## config.mk

```make
export PLATFORM = sky130hd
export DESIGN_NAME = aes_key_sched_ctrl
export DESIGN_NICKNAME = d
export VERILOG_FILES = /design/src/rtl/aes_key_sched_ctrl.sv
export SDC_FILE = /design/constraint.sdc
export NUM_CORES = 2
export LEC_CHECK = 0
export CORE_AREA = 2 2 662 664
export DETAILED_ROUTE_END_ITERATION = 8
export DIE_AREA = 0 0 664 666
export MAX_ROUTING_LAYER = met4
export PLACE_DENSITY_LB_ADDON = 0.12
export SLEW_MARGIN = 20
export SYNTH_ARGS = -nofsm -noshare
export SYNTH_HDL_FRONTEND = slang
export SYNTH_SLANG_ARGS = --single-unit
```

## constraint.sdc

```tcl
create_clock -name clk -period 1.8 [get_ports clk]
set_input_delay 0.18 -clock clk [delete_from_list [all_inputs] [get_ports clk]]
set_output_delay 0.18 -clock clk [all_outputs]
set_load 0.01 [all_outputs]
```

## src/rtl/aes_key_sched_ctrl.sv

```systemverilog
// aes_key_sched_ctrl: sequences AES-128 key expansion, banks the round keys and serves them by index
module aes_key_sched_ctrl #(
    parameter int DATA_W    = 128,
    parameter int KEY_L     = 128,
    parameter int NO_ROUNDS = 10,
    parameter int TIMEOUT   = 15
) (
    input  logic                          clk,
    input  logic                          reset,
    input  logic                          key_load,
    input  logic [KEY_L-1:0]              key_in,
    output logic                          key_busy,
    output logic                          key_ready,
    output logic                          key_err,
    output logic                          ks_valid_in,
    output logic [KEY_L-1:0]              ks_cipher_key,
    input  logic [NO_ROUNDS*DATA_W-1:0]   ks_W,
    input  logic [NO_ROUNDS-1:0]          ks_valid_out,
    input  logic                          rk_req,
    input  logic [3:0]                    rk_idx,
    output logic                          rk_valid,
    output logic                          rk_oob,
    output logic [DATA_W-1:0]             rk_data
);
    typedef enum logic [1:0] {IDLE, EXPAND, READY} state_t;

    localparam logic [7:0] CNT_LAST = 8'(TIMEOUT - 1);
    localparam logic [3:0] MAX_IDX  = 4'(NO_ROUNDS);

    state_t                      state_q;
    logic [7:0]                  cnt_q;
    logic [KEY_L-1:0]            key_q;
    logic [NO_ROUNDS*DATA_W-1:0] bank_q;
    logic                        busy_q, ready_q, err_q, launch_q;
    logic                        rk_valid_q, rk_oob_q;
    logic [DATA_W-1:0]           rk_data_q, rk_data_d;
    logic [DATA_W-1:0]           rk_arr [NO_ROUNDS+1];
    logic                        rk_in_range, rd_fire, done;

    // Entry 0 is the cipher key itself; round 1 sits in the top slice of the captured bank
    assign rk_arr[0] = DATA_W'(key_q);
    for (genvar r = 1; r <= NO_ROUNDS; r++) begin : g_rk
        assign rk_arr[r] = bank_q[(NO_ROUNDS-r+1)*DATA_W-1 -: DATA_W];
    end

    assign done        = ks_valid_out[NO_ROUNDS-1];
    assign rk_in_range = rk_idx <= MAX_IDX;
    assign rd_fire     = (state_q == READY) && rk_req;

    // Read mux: out-of-range indices return zero
    always_comb rk_data_d = rk_in_range ? rk_arr[rk_idx] : '0;

    // Control FSM with registered status/launch outputs and the 1-cycle read port
    always_ff @(posedge clk) begin
        if (reset) begin
            state_q    <= IDLE;
            cnt_q      <= '0;
            key_q      <= '0;
            bank_q     <= '0;
            busy_q     <= 1'b0;
            ready_q    <= 1'b0;
            err_q      <= 1'b0;
            launch_q   <= 1'b0;
            rk_valid_q <= 1'b0;
            rk_oob_q   <= 1'b0;
            rk_data_q  <= '0;
        end else begin
            launch_q   <= 1'b0;
            rk_valid_q <= rd_fire;
            rk_oob_q   <= rd_fire && !rk_in_range;
            if (rd_fire) rk_data_q <= rk_data_d;
            case (state_q)
                IDLE, READY: if (key_load) begin
                    state_q  <= EXPAND;
                    key_q    <= key_in;
                    cnt_q    <= '0;
                    err_q    <= 1'b0;
                    launch_q <= 1'b1;
                    busy_q   <= 1'b1;
                    ready_q  <= 1'b0;
                end
                EXPAND: begin
                    cnt_q <= cnt_q + 8'd1;
                    if (done) begin
                        state_q <= READY;
                        bank_q  <= ks_W;
                        busy_q  <= 1'b0;
                        ready_q <= 1'b1;
                    end else if (cnt_q == CNT_LAST) begin
                        state_q <= IDLE;
                        busy_q  <= 1'b0;
                        err_q   <= 1'b1;
                    end
                end
                default: state_q <= IDLE;
            endcase
        end
    end

    assign key_busy      = busy_q;
    assign key_ready     = ready_q;
    assign key_err       = err_q;
    assign ks_valid_in   = launch_q;
    assign ks_cipher_key = key_q;
    assign rk_valid      = rk_valid_q;
    assign rk_oob        = rk_oob_q;
    assign rk_data       = rk_data_q;
endmodule

```

Yosys cells after proc, flatten, opt, wreduce, memory -nomap -nowiden

Index checks and enable logic that the tools add are counted.

Word-level logic and storage cells: 59
Bits in registers: 1552

Bitwise operators: 2
Add/subtract/negate cells: 1
Mux-type cells: 21
$lt $le $gt $ge: 2
Equality and inequality tests: 8
Reduce and logical (&&, ||, !) cells: 14

Operators with widths:

| kind                | count |
|---|---|
| $bmux 128 s4        | 1 |
| $mux 128            | 3 |
| $pmux 8 s2          | 1 |
| $add 8x1->8 const B | 1 |
| $eq 8x4->1 const B  | 1 |
| $mux 1              | 8 |
| $mux 8              | 1 |
| $ne 2x2->1 const B  | 4 |
| $reduce_and 2->1    | 4 |
| $mux 2              | 3 |
| $pmux 1 s2          | 3 |
| $reduce_and 3->1    | 2 |
| $ge 5x5->1 const B  | 1 |
| $not 4->5           | 1 |
| $le 4x4->1 const B  | 1 |
| $pmux 2 s2          | 1 |
| $reduce_and 4->1    | 1 |
| $reduce_or 2->1     | 2 |
| $ne 3x3->1 const B  | 1 |
| $eq 2x1->1 const B  | 1 |
| $eq 2x2->1 const B  | 1 |
| $logic_and 1x1->1   | 2 |
| $logic_not 2->1     | 1 |
| $reduce_bool 2->1   | 1 |
| other kinds (2)     | 2 |

Depth between registers and ports, before layout

Word-level depth: 5
Depth in mapped cells: 8
Mapped depth without buffers: 6

Worst setup path before layout

Ideal clock, no wire load.

Path kind: register -> register
Start point: reg state_q[1]
End point: reg bank_q[190]
Arrival: 1.400 ns
Cell stages (with the launch flop): 8
Slack: 0.330 ns
Path through: dfxtp_1 -> nand2b_1 -> nor2_1 -> buf_4 -> buf_4 -> clkbuf_1 -> nand2_1 -> a21oi_1

Word-level cells in the longest chain between the ends: 2

RTL lines:

| item                       | line | RTL |
|---|---|---|
| start: declaration         | 30   | `state_t state_q;` |
| start signal: assignment   | 56   | `state_q <= IDLE;` |
| start signal: assignment   | 74   | `state_q <= EXPAND;` |
| start signal: assignment   | 85   | `state_q <= READY;` |
| $eq 2x1->1                 | 72   | `case (state_q)` |
| $reduce_and 2->1 (no line) | --   |  |
| end signal: assignment     | 86   | `bank_q <= ks_W;` |
| end: declaration           | 33   | `logic [NO_ROUNDS*DATA_W-1:0] bank_q;` |

No other way between the ends.
A chain may end at the register's enable or synchronous reset.

Worst setup path in the final report

Start point: reg state_q[0]
End point: reg rk_data_q[62] (netlist: rk_data[62])

Word-level cells in the longest chain between the ends: 2

RTL lines:

| item                   | line | RTL |
|---|---|---|
| $eq 2x2->1             | 48   | `assign rd_fire = (state_q == READY) && rk_req;` |
| $logic_and 1x1->1      | 48   |  |
| end signal: assignment | 71   | `if (rd_fire) rk_data_q <= rk_data_d;` |
| end: declaration       | 36   | `logic [DATA_W-1:0] rk_data_q, rk_data_d;` |

No other way between the ends.

==> metrics.md <==
| Metric | Value |
|---|---|
| Max FO, Critical Path | 6 |
| Area of the multi-input gates | 0.03137 mm2 |
| Std-Cell Rows | 243 |
| Drc violations | 0 |
| Cell variety after synth | 36 |
| Total gr overflow | 0 |
| Most frequent cells in the layout | nand2_1, a21oi_1, dfxtp_1, clkdlybuf4s50_1, dlygate4sd3_1 |
| CTS Sinks | ~1,600 |
| Final Core Density | 0.2703 |
| Commonest non-fill, non-tap cell in the layout | nand2_1 |
| Port-buffer cells | about 1,700 |
| Layout cell share with drive strength beyond 1 | 0.1704 |
| Final-report hold violation count | 0 |
| GRT met3 Usage | 0.02974 |
| Register Area | ~0.031 mm2 |
| Synth async-reset ratio | 0 |
| Min-delay src | ks_W[581] |
| First-pass GRT wire length | between 600 and 700 mm |
| Register area share after synthesis | 0.4850 |
| Layout Cells excl Fill | between 15,000 and 20,000 |
| Placer Congestion | ~0.92 |
| Worst r2r src | state_q[0] |
| Num ports | around 1,700 |
| Post-Syn Nets | 9,382 |
| Fin crit share | 1.072 |
| CTS tree | yes |
| Final Max Tran Viols | 0 |
| Vias | 71,880 |
| Slowest stage delay, CP | about 0.37 ns |
| Top_reg_cell synth | dfxtp_1 |
| H-tree levels | 4 |
| Clock transition at path regs | approximately 0.060 ns |
| Max_slew headroom | 0.1611 |
| Number of synthesized flops with an enable pin | 0 |
| Setup WS post-layout | -0.1292 ns |
| #FFs+latches synth | around 1,600 |
| Synth Instances | around 8,000 |
| GR Util met1 | 0.1963 |
| Setup Viol. Count Final | between 300 and 400 |
| Met2 Use GR | 0.4721 |
| Req. time, crit path | 2.63 ns |
| Final nets | approximately 13,000 |
| MaxCap Viol Count | 0 |
| Failing checks | negative setup slack |
| Critical Path End Type | register |
| CORE AREA | roughly 0.44 mm2 |
| Area delta synth->final | 83.91% |
| Startpoint Class | register |
| Post-Route WL | between 500 and 600 mm |
| Hold Crit Class | in -> reg |
| Die area | 0.4422 mm2 |
| GR peak layer | met2 |
| Vias in the first global route | ~75,000 |
| Synthesized area per cell | 8.055 um2 |
| CTS buffer count | roughly 210 |
| Worst path slowest cell | dfxtp_4 |
| DP Wirelength | 418.4 mm |
| Longest Clk Path Bufs | 4 |
| Largest net degree at the start of global routing | about 110 |
| Layout Skew | 0.04220 ns |
| Die width | 664 um |
| Path type of the worst setup path | reg -> reg |
| Initial antenna violation count | about 150 |
| DP Cell Count | 15,520 |
| Wire length per cell | between 20 and 30 um |
| Worst slew pin tran | about 1.2 ns |
| Clk Tree Root Cell | clkbuf_16 |
| Worst setup startpoint | state_q[0] |
| Die Y | around 670 um |
| Drt pass-1 iters | 7 |
| Total power | a little under 100,000 uW |
| Status | finished, violations left |
| Period minus WS final | roughly 1.9 ns |
| Leak Pwr | 0.04257 uW |
| Initial Utilization | 0.1469 |
| Syn. warnings | 0 |
| Via-to-Cell Ratio | approximately 4 |
| F_max | 0.5183 GHz |
| Cells along the critical path | buf_12, nand3b_1, buf_6, a21oi_4, buf_12, buf_16, clkbuf_16, nand3_2, a21oi_1 |
| Final ANT Viol Nets | 0 |
| RSZ-0062 raised after global routing | true |
| Fill cells | around 47,000 |
| Most frequent CP cell | buf_12 |
| WP data arrival | ~2.8 ns |
| Peak VDD IR | between 0.0007 and 0.0008 V |
| Synthesized cell area | ~0.064 mm2 |
| Total GRT Usage | 0.2269 |
| Initial DRC Count | 4,647 |
| Worst-Skew Late Latency | between 0.9 and 1 ns |
| PD cells | 817.6 mW/mm2 |
-- cells by family (layout without fill, tap and decap cells) --
family	after synthesis	count (layout)	synth area share
and+or+nand+nor	2990	2990	0.1788
AOI/OAI and AO/OA	2064	2064	0.1840
DFF	1552	1552	0.4850
buffers and inverters	704	4383	0.05142
muxes	642	642	0.1003
adders and majority gates	2	2	0.0003905
other	0	121	0
-- worst max-delay path: cells and delay by family, from the launching register on --
family          cells  cell delay, ns
flops               1            0.37
buf+inv             5            0.84
compound gates      2            0.29
simple gates        2            0.28
-- synth_stat cells, types with 2 or more instances --
| master | instances | share of area |
|---|---|---|
| and3_1 | 3 | 0.00029 |
| a222oi_1 | 128 | 0.020 |
| ha_1 | 2 | 0.00039 |
| or2_2 | 3 | 0.00029 |
| nand2b_1 | 3 | 0.00029 |
| buf_2 | 284 | 0.022 |
| a21oi_1 | 1672 | 0.13 |
| nor2b_1 | 4 | 0.00039 |
| o2bb2ai_1 | 128 | 0.017 |
| buf_8 | 11 | 0.0026 |
| buf_1 | 24 | 0.0014 |
| dfxtp_1 | 1552 | 0.48 |
| nand4_1 | 4 | 0.00039 |
| nand3_1 | 132 | 0.010 |
| inv_1 | 3 | 0.00018 |
| nor2_1 | 13 | 0.00076 |
| clkbuf_4 | 3 | 0.00035 |
| mux2_2 | 2 | 0.00035 |
| a31oi_1 | 2 | 0.00020 |
| a22oi_1 | 129 | 0.015 |
| clkbuf_1 | 337 | 0.020 |
| nand2_1 | 2822 | 0.17 |
| mux2i_1 | 640 | 0.10 |
| buf_4 | 41 | 0.0048 |
-- worst paths after layout --
| check | to | slack, ns | cells past startpoint |
|---|---|---|---|
| min reg2reg | bank_q[363] | 0.45 | 2 |
| max | rk_data[62] | -0.13 | 9 |
| min | bank_q[581] | 0.04 | 3 |
| max reg2reg | rk_data[62] | -0.13 | 9 |
-- through the flow --
step	TNS [ns]	hold slack (ns)	setup WS [ns]	area, um2
finish	-11.24	0.04453	-0.1292	117800
global route	-83.31	0.01323	-0.1976	117800
floorplan	0	0.3160	0.3299	64070
CTS	-51.31	0.001578	-0.2370	115100
global placement	-607.16	0.4396	-1.630	92820
detailed placement	-598.19	0.4448	-1.297	93290
-- layout make-up --
cell class	count	area share
flip-flops and latches	1552	0.2664
inverters	3	0.00009557
clock buffers	308	0.05187
multi-input cells	5698	0.2663
repair buffers	4007	0.3449
diodes	121	0.002570
well taps	5757	0.06113
clock inverters	65	0.006711
-- power breakdown --
| part | switching, uW | internal, uW |
|---|---|---|
| combinational | 8280 | 8480 |
| sequential | 894 | 35600 |
| clock | 17800 | 25300 |
| total | 27000 | 69300 |
-- metal layers --
layer	share of wire	up-vias
li1	-	34360
met1	0.32	34920
met2	0.59	2005
met3	0.039	601
met4	0.056	0
met5	0	-
-- registers in the layout, summed over array words and instances (netlist names) --
register / count
bank_q: 1280
cnt_q: 8
ks_cipher_key: 128
rk_data: 128
key_ready: 1
key_err: 1
ks_valid_in: 1
rk_valid: 1
key_busy: 1
state_q: 2
rk_oob: 1
-- repair_timing --
item	4_1_cts	5_1_grt
endpoints found under the hold margin	1473	0
setup endpoints to repair	1479	1314
setup buffers	31	24
hold buffers	1392	0
pin swaps	16	78
gates cloned	12	41
resized for setup	1338	288
(Power assumes the default switching activity.)
